<file path="src/rtl/conv_ifm_feed_ctrl.sv">
// Input-feature-map feed sequencer: requests pixel rows from the host, fills the
// circular line buffer and paces the conv engine one output row at a time per channel.
//
// state    | meaning
// IDLE     | waiting for start
// REQ      | need_pic raised, waiting for host ack
// LOAD     | accepting pixels into the line buffer
// COMPUTE  | one-cycle engine kick for out_row
// WAIT_ENG | waiting for eng_row_done
// NEXT_CH  | channel finished, advance or finish
// DONE     | one-cycle done pulse
module conv_ifm_feed_ctrl #(
  parameter int DATA_WIDTH = 8,
  parameter int IFM_SIZE   = 28,
  parameter int KSIZE      = 5,
  parameter int PADDING    = 4,
  parameter int CH_WIDTH   = 4
) (
  input  logic                        HCLK,
  input  logic                        HRESETn,
  input  logic                        start,
  input  logic [CH_WIDTH-1:0]         num_ch,
  input  logic                        abort,
  output logic                        need_pic,
  input  logic                        need_pic_ack,
  input  logic                        pix_valid,
  input  logic [DATA_WIDTH-1:0]       pix_data,
  output logic                        pix_ready,
  output logic                        lb_wr_en,
  output logic [DATA_WIDTH-1:0]       lb_wr_data,
  output logic [$clog2(KSIZE)-1:0]    lb_row,
  output logic [$clog2(IFM_SIZE)-1:0] lb_col,
  output logic                        eng_start_row,
  output logic                        eng_pad_bot,
  output logic [$clog2(IFM_SIZE)-1:0] out_row,
  input  logic                        eng_row_done,
  output logic [CH_WIDTH-1:0]         ch_idx,
  output logic                        busy,
  output logic                        done,
  output logic                        err
);

  localparam int PRE   = KSIZE - PADDING / 2;
  localparam int NLOAD = IFM_SIZE - PRE;
  localparam int NPAD  = PADDING / 2;
  localparam int RW    = $clog2(KSIZE);
  localparam int CW    = $clog2(IFM_SIZE);
  localparam int PW    = $clog2(PRE * IFM_SIZE);
  localparam int LW    = $clog2(NLOAD + 1);

  typedef enum logic [2:0] {
    S_IDLE, S_REQ, S_LOAD, S_COMPUTE, S_WAIT_ENG, S_NEXT_CH, S_DONE
  } state_t;

  state_t                state_q, state_d;
  logic [CH_WIDTH-1:0]   num_q, num_d;
  logic [CH_WIDTH-1:0]   ch_idx_q, ch_idx_d;
  logic [CW-1:0]         out_row_q, out_row_d;
  logic [RW-1:0]         wr_row_q, wr_row_d;
  logic [CW-1:0]         wr_col_q, wr_col_d;
  logic [PW-1:0]         pix_left_q, pix_left_d;
  logic [LW-1:0]         loads_left_q, loads_left_d;
  logic                  err_q, err_d;
  logic                  need_pic_q, need_pic_d;
  logic                  pix_ready_q, pix_ready_d;
  logic                  busy_q, busy_d;
  logic                  done_q, done_d;
  logic                  eng_start_q, eng_start_d;
  logic                  eng_pad_q, eng_pad_d;
  logic                  lb_wr_en_q, lb_wr_en_d;
  logic [DATA_WIDTH-1:0] lb_wr_data_q, lb_wr_data_d;
  logic [RW-1:0]         lb_row_q, lb_row_d;
  logic [CW-1:0]         lb_col_q, lb_col_d;

  logic accept;

  always_comb begin
    state_d      = state_q;
    num_d        = num_q;
    ch_idx_d     = ch_idx_q;
    out_row_d    = out_row_q;
    wr_row_d     = wr_row_q;
    wr_col_d     = wr_col_q;
    pix_left_d   = pix_left_q;
    loads_left_d = loads_left_q;
    err_d        = err_q;
    lb_wr_en_d   = 1'b0;
    lb_wr_data_d = lb_wr_data_q;
    lb_row_d     = lb_row_q;
    lb_col_d     = lb_col_q;
    accept       = pix_valid && pix_ready_q;

    // Pixels offered while not ready are dropped and flagged.
    if (pix_valid && !pix_ready_q) err_d = 1'b1;

    case (state_q)
      S_IDLE: begin
        if (start) begin
          num_d        = (num_ch == '0) ? CH_WIDTH'(1) : num_ch;
          err_d        = 1'b0;
          ch_idx_d     = '0;
          out_row_d    = '0;
          wr_row_d     = '0;
          wr_col_d     = '0;
          lb_row_d     = '0;
          lb_col_d     = '0;
          loads_left_d = LW'(NLOAD);
          state_d      = S_REQ;
        end
      end
      S_REQ: begin
        if (need_pic_ack) begin
          pix_left_d = (out_row_q == '0) ? PW'(PRE * IFM_SIZE - 1) : PW'(IFM_SIZE - 1);
          state_d    = S_LOAD;
        end
      end
      S_LOAD: begin
        if (accept) begin
          lb_wr_en_d   = 1'b1;
          lb_wr_data_d = pix_data;
          lb_row_d     = wr_row_q;
          lb_col_d     = wr_col_q;
          if (wr_col_q == CW'(IFM_SIZE - 1)) begin
            wr_col_d = '0;
            wr_row_d = (wr_row_q == RW'(KSIZE - 1)) ? '0 : wr_row_q + RW'(1);
          end else begin
            wr_col_d = wr_col_q + CW'(1);
          end
          if (pix_left_q == '0) begin
            // The preload (out_row 0) does not count against the per-row loads.
            if (out_row_q != '0) loads_left_d = loads_left_q - LW'(1);
            state_d = S_COMPUTE;
          end else begin
            pix_left_d = pix_left_q - PW'(1);
          end
        end
      end
      S_COMPUTE: state_d = S_WAIT_ENG;
      S_WAIT_ENG: begin
        if (eng_row_done) begin
          if (out_row_q == CW'(IFM_SIZE - 1)) begin
            state_d = S_NEXT_CH;
          end else begin
            out_row_d = out_row_q + CW'(1);
            state_d   = (loads_left_q != '0) ? S_REQ : S_COMPUTE;
          end
        end
      end
      S_NEXT_CH: begin
        if (ch_idx_q == num_q - CH_WIDTH'(1)) begin
          state_d = S_DONE;
        end else begin
          ch_idx_d     = ch_idx_q + CH_WIDTH'(1);
          out_row_d    = '0;
          wr_row_d     = '0;
          wr_col_d     = '0;
          lb_row_d     = '0;
          lb_col_d     = '0;
          loads_left_d = LW'(NLOAD);
          state_d      = S_REQ;
        end
      end
      S_DONE:  state_d = S_IDLE;
      default: state_d = S_IDLE;
    endcase

    if (abort) begin
      state_d    = S_IDLE;
      lb_wr_en_d = 1'b0;
    end

    need_pic_d  = (state_d == S_REQ);
    pix_ready_d = (state_d == S_LOAD);
    busy_d      = (state_d != S_IDLE);
    done_d      = (state_d == S_DONE);
    eng_start_d = (state_d == S_COMPUTE);
    eng_pad_d   = (state_d == S_COMPUTE) && (out_row_d >= CW'(IFM_SIZE - NPAD));
  end

  always_ff @(posedge HCLK or negedge HRESETn) begin
    if (!HRESETn) begin
      state_q      <= S_IDLE;
      num_q        <= '0;
      ch_idx_q     <= '0;
      out_row_q    <= '0;
      wr_row_q     <= '0;
      wr_col_q     <= '0;
      pix_left_q   <= '0;
      loads_left_q <= '0;
      err_q        <= 1'b0;
      need_pic_q   <= 1'b0;
      pix_ready_q  <= 1'b0;
      busy_q       <= 1'b0;
      done_q       <= 1'b0;
      eng_start_q  <= 1'b0;
      eng_pad_q    <= 1'b0;
      lb_wr_en_q   <= 1'b0;
      lb_wr_data_q <= '0;
      lb_row_q     <= '0;
      lb_col_q     <= '0;
    end else begin
      state_q      <= state_d;
      num_q        <= num_d;
      ch_idx_q     <= ch_idx_d;
      out_row_q    <= out_row_d;
      wr_row_q     <= wr_row_d;
      wr_col_q     <= wr_col_d;
      pix_left_q   <= pix_left_d;
      loads_left_q <= loads_left_d;
      err_q        <= err_d;
      need_pic_q   <= need_pic_d;
      pix_ready_q  <= pix_ready_d;
      busy_q       <= busy_d;
      done_q       <= done_d;
      eng_start_q  <= eng_start_d;
      eng_pad_q    <= eng_pad_d;
      lb_wr_en_q   <= lb_wr_en_d;
      lb_wr_data_q <= lb_wr_data_d;
      lb_row_q     <= lb_row_d;
      lb_col_q     <= lb_col_d;
    end
  end

  assign need_pic      = need_pic_q;
  assign pix_ready     = pix_ready_q;
  assign lb_wr_en      = lb_wr_en_q;
  assign lb_wr_data    = lb_wr_data_q;
  assign lb_row        = lb_row_q;
  assign lb_col        = lb_col_q;
  assign eng_start_row = eng_start_q;
  assign eng_pad_bot   = eng_pad_q;
  assign out_row       = out_row_q;
  assign ch_idx        = ch_idx_q;
  assign busy          = busy_q;
  assign done          = done_q;
  assign err           = err_q;

endmodule

</file>
<file path="config.mk">
export PLATFORM = sky130hd
export DESIGN_NAME = conv_ifm_feed_ctrl
export DESIGN_NICKNAME = d
export VERILOG_FILES = /design/src/rtl/conv_ifm_feed_ctrl.sv
export SDC_FILE = /design/constraint.sdc
export NUM_CORES = 1
export LEC_CHECK = 0
export BUFFER_PORTS_ARGS = -buffer_cell sky130_fd_sc_hd__buf_4
export CAP_MARGIN = 0
export CELL_PAD_IN_SITES_DETAIL_PLACEMENT = 1
export CELL_PAD_IN_SITES_GLOBAL_PLACEMENT = 1
export CORE_ASPECT_RATIO = 1.4
export CORE_MARGIN = 1.5
export CORE_UTILIZATION = 47
export DETAILED_ROUTE_END_ITERATION = 7
export PLACE_DENSITY = 0.89
export SYNTH_ARGS = -nofsm -noshare
export SYNTH_HDL_FRONTEND = slang
export SYNTH_SLANG_ARGS = --single-unit
</file>
<file path="constraint.sdc">
create_clock -name HCLK -period 4 [get_ports HCLK]
set_clock_uncertainty 0.1 [all_clocks]
set_input_delay 0.6 -clock HCLK [delete_from_list [all_inputs] [get_ports HCLK]]
set_output_delay 0.6 -clock HCLK [all_outputs]
set_load 0.02 [all_outputs]
</file>
# Yosys cells after proc, flatten, opt, wreduce, memory -nomap -nowiden
# Cells that the tools add are included.
# W data, S select, Z words.
[word_totals] reg_bits=60
[op_classes] n_eq_ne=21 reduce_logical=21 magnitude_cmp=1 n_mux=51 addsub=7
[ops] operator="$mux W5" count=14
[ops] operator="$pmux W5 S3" count=4
[ops] operator="$mux W3" count=14
[ops] operator="$mux W7" count=4
[ops] operator="$pmux W3 S3" count=2
[ops] operator="$pmux W3 S6" count=1
[ops] operator="$ne A2 B2 Y1 const B" count=8
[ops] operator="$pmux W7 S2" count=1
[ops] operator="$eq A3 B2 Y1 const B" count=4
[ops] operator="$eq A3 B3 Y1 const B" count=4
[ops] operator="$mux W4" count=3
[ops] operator="$add A5 B1 Y5 const B" count=2
[ops] operator="$eq A5 B5 Y1 const B" count=2
[ops] operator="$reduce_bool A5 Y1" count=2
[ops] operator="$pmux W4 S2" count=1
[ops] operator="$reduce_and A4 Y1" count=2
[ops] operator="$logic_not A7 Y1" count=1
[ops] operator="$sub A7 B1 Y7 const B" count=1
[ops] operator="$eq A3 B1 Y1 const B" count=2
[ops] operator="$mux W1" count=6
[ops] operator="$reduce_and A6 Y1" count=1
[ops] operator="$reduce_bool A3 Y1" count=2
[ops] operator="$ge A5 B5 Y1 const B" count=1
[ops] operator="$logic_not A5 Y1" count=1
[ops] operator="other kinds (14)" count=18

# Longest topological paths before layout
[depth] depth_word=8 mapped_depth=9 mapped_depth_nobuf=8

# Worst setup path after synthesis
# No wires, ideal clock.
[synth_timing] path_kind="register -> register" startpoint="register num_q[0]" endpoint="register lb_row_q[0] (netlist: lb_row[0])" setup_slack_ns=1.916 t_arrival_ns=1.889 t_required_ns=3.804 synth_period_minus_slack_ns=2.084 path_stages_with_launch=10 path_cell_list="dfrtp_1 -> inv_1 -> ha_1 -> xnor3_1 -> nand3_1 -> o31ai_1 -> buf_4 -> buf_2 -> nand2_1 -> o31ai_1"
[synth_between] elab_chain_cells=4
[synth_lines] item="start, declared" line="56" source="logic [CH_WIDTH-1:0] num_q, num_d;"
[synth_lines] item="start signal, assigned" line="203" source="num_q <= num_d;"
[synth_lines] item="$sub A4 B1 Y4" line="150" source="if (ch_idx_q == num_q - CH_WIDTH'(1)) begin"
[synth_lines] item="$eq A4 B4 Y1" line="150"
[synth_lines] item="$ne A2 B2 Y1 (no source line)"
[synth_lines] item="$reduce_and A4 Y1 (no source line)"
[synth_lines] item="end signal, assigned" line="219" source="lb_row_q <= lb_row_d;"
[synth_lines] item="end, declared" line="72" source="logic [RW-1:0] lb_row_q, lb_row_d;"
# No other way between the ends.
# A chain may end at the register's enable or synchronous reset.

# Worst setup path after layout
[layout_timing] startpoint="register num_q[0]" endpoint="register loads_left_q[2]"
[layout_between] elab_chain_cells=4
[layout_lines] item="$sub A4 B1 Y4" line="150"
[layout_lines] item="$eq A4 B4 Y1" line="150"
[layout_lines] item="$ne A2 B2 Y1 (no source line)"
[layout_lines] item="$reduce_and A6 Y1 (no source line)"
[layout_lines] item="end signal, assigned" line="209" source="loads_left_q <= loads_left_d;"
[layout_lines] item="end, declared" line="62" source="logic [LW-1:0] loads_left_q, loads_left_d;"
# No other way between the ends.

==> flow_summary.yaml <==
clock_network:
  cts_buffers: 9
  clk_pin_slew_worst_paths_ns: 0.06
  cts_tree: "done"
  htree_levels: 3
  ctsRootBufferMaster: "clkbuf_8"
  cts_buffer_depth: 2
  clk_latency_ns: 0.35
  post_cts_resized: 0
  cts_setup_buffers: 0
  clock-sinks: 60
  postCtsHoldBufs: 0
worst_setup_path:
  arrival_ns: 2.97
  cpMaxStageDelayCell: "o31ai_4"
  start_kind: "register"
  slowest_delay_ns: 0.90
  cp_data_required_time_ns: 4.12
  worst-setup-path-type: "reg -> reg"
  cp_max_fo: 29
  crit_path_cell_trace: "inv_1, ha_1, xnor3_1, nand3_1, o31ai_4, nor2_1, xnor2_1, nor3_2"
  crit_path_end_kind: "register"
floorplan:
  core.rowCount: 35
  die_h_um: 99.47
  die_w_um: 71.91
  die-area_sq_um: 7152
  initial_core_util_pct: 47.88
  coreArea_sq_um: 6525
  boundaryPins: 52
sta:
  period_minus_slack_ns: 2.852
  slew_viol_final: 0
  rsz0062_at_grt: "no"
  period_share_pct: 71.30
  tns_ns: 0
  maxSlewHeadroom_pct: 32.82
  fin_ws_ns: 1.148
  worst_pin_slew_ns: 1.008
  finalHoldViolations: 0
  setup_viol: 0
  max_freq_mhz: 350.6
placement:
  gp_congestion: 0.8100
  dp_hpwl_mm: 5.393
  portBuffers: 51
  pre_cts_slack_ns: 1.093
  placed_area_sq_um: 3543
detailed_routing:
  wirelength_mm: 7.452
  drt_iter0_drc: 108
  viasPerCell: 5.720
  wire_per_inst_um: 16.94
  vias: 2517
  drc: 0
  drt_pass1_iterations: 5
  ant_nets: 0
yosys:
  ys_types: 56
  synth_edf_count: 0
  yosysWarningCount: 0
  synthCells: 309
  synth_area_leaders: "dfrtp_1, nand2_1, o21ai_0"
  syn-cell-area_sq_um: 3124
  synth_top_area_share_pct: 48.06
  ys.flop_type: "dfrtp_1"
  synth_top_area_cell: "dfrtp_1"
  synth.yosys.seq_area_share_pct: 48.06
  async_flop_share_pct: 100.0
  syn_nets: 339
  syn_area_per_cell_sq_um: 10.11
  synth-seq-cells: 60
final_layout:
  final_layout_size_suffix_gt1_share_pct: 25.96
  area_delta_synth_final_pct: 19.90
  stdcell_area_sq_um: 3746
  mostFrequentLayoutCells: "dfrtp_1, buf_4, nand2_1, o21ai_0, nor2_1"
  diodes: 0
  nets: 391
  layout_commonest_cell: "dfrtp_1"
global_route:
  grt-ovfl-total: 0
  grt_start_max_net_pins: 61
  grt_pass1_wl_mm: 12.70
  antenna_found_initial: 0
  gr-usage-all-layers_pct: 22.91
  grt_pass1_vias: 2730
run:
  maxCapViolations: 0
power:
  power.density_nw_per_um2: 377.8
  power.leakage_nw: 1.765
  ir_drop_uv: 258.3
  power_mw: 1.415
outcome:
  status: "complete, no violations"
min_path:
  hp-class: "in -> async"
==> through the flow <==
stage | std cells | hold slack (ns) | utilization [%]
after detailed placement | 424 | 0.3720 | 54.30
after global placement | 424 | 0.3687 | 54.30
after global routing | 440 | 0.2750 | 57.41
after floorplan | 309 | 0.2044 | -
after CTS | 440 | 0.2572 | 57.41
final | 440 | 0.2100 | 57.41
==> worst max-delay path, delay by kind of cell, from the launching register on <==
family	cells	cell delay, ns
AO/OA/AOI/OAI	1	0.90
XOR/XNOR	2	0.63
adder cells (fa/ha/maj)	1	0.20
buffers and inverters	1	0.08
flip-flops	1	0.39
AND/OR/NAND/NOR	3	0.42
==> where the power goes <==
part	leakage [nW]	total, mW	internal, mW	switching, mW
sequential	0.787	0.658	0.632	0.0255
clock	0.102	0.559	0.320	0.239
combinational	0.876	0.199	0.0791	0.120
total	1.77	1.42	1.03	0.385
==> layer usage <==
metal  routed length (um)  track usage, %
met1                 2957           25.93
met2                 4067           40.74
met3                  268           5.066
met4                  158           10.01
met5                    0               0
==> flip-flops by register name, indices dropped and copies added, names as in the netlist, 3 cells and up <==
name and flops:
loads_left_q 5, out_row 5, state_q 3, wr_col_q 5, lb_col 5, wr_row_q 3, num_q 4, lb_row 3
ch_idx 4, pix_left_q 7, lb_wr_data 8
==> synthesized netlist by cell type, drive strengths merged (3+ instances only) <==
master / number
nand2b: 3
xor2: 8
and2: 5
nor3: 13
ha: 11
mux2: 11
nor2: 22
nand3: 10
inv: 15
o31ai: 9
nand2: 41
clkbuf: 3
o21ai: 34
a21oi: 14
nand4: 4
dfrtp: 60
xnor2: 5
buf: 8
==> area by class of cell <==
| cell class | count | area [sq um] |
|---|---|---|
| inverter | 16 | 62.56 |
| timing repair buffer | 52 | 390.4 |
| tap | 74 | 92.59 |
| clock buffer | 12 | 155.1 |
| clock inverter | 4 | 47.55 |
| fill | 738 | 2779 |
| multi-input combinational | 222 | 1496 |
| sequential | 60 | 1501 |
==> logic make-up (layout without fill, tap and decap cells) <==
family | after synthesis | after routing | synth area share [%]
xor+xnor | 14 | 14 | 4.365
compound gates | 71 | 71 | 14.62
simple gates | 114 | 114 | 19.78
fa+ha+maj | 11 | 11 | 4.405
buf+inv | 27 | 84 | 4.485
mux | 12 | 12 | 4.285
flops | 60 | 60 | 48.06
==> path summary, 6_finish.rpt <==
check                      slack [ns]               to  depth (start not counted)  startpoint
max                              1.15  loads_left_q[2]                          8    num_q[0]
min                              0.21    pix_left_q[3]                          1     HRESETn
max reg2reg                      1.15  loads_left_q[2]                          8    num_q[0]
min reg2reg                      0.38        lb_col[0]                          2   lb_col[0]
max in group asynchronous        3.07      eng_pad_bot                          1     HRESETn
min in group HCLK                0.36         lb_wr_en                          2       abort
Note: power is estimated with default switching activity, not from simulation.
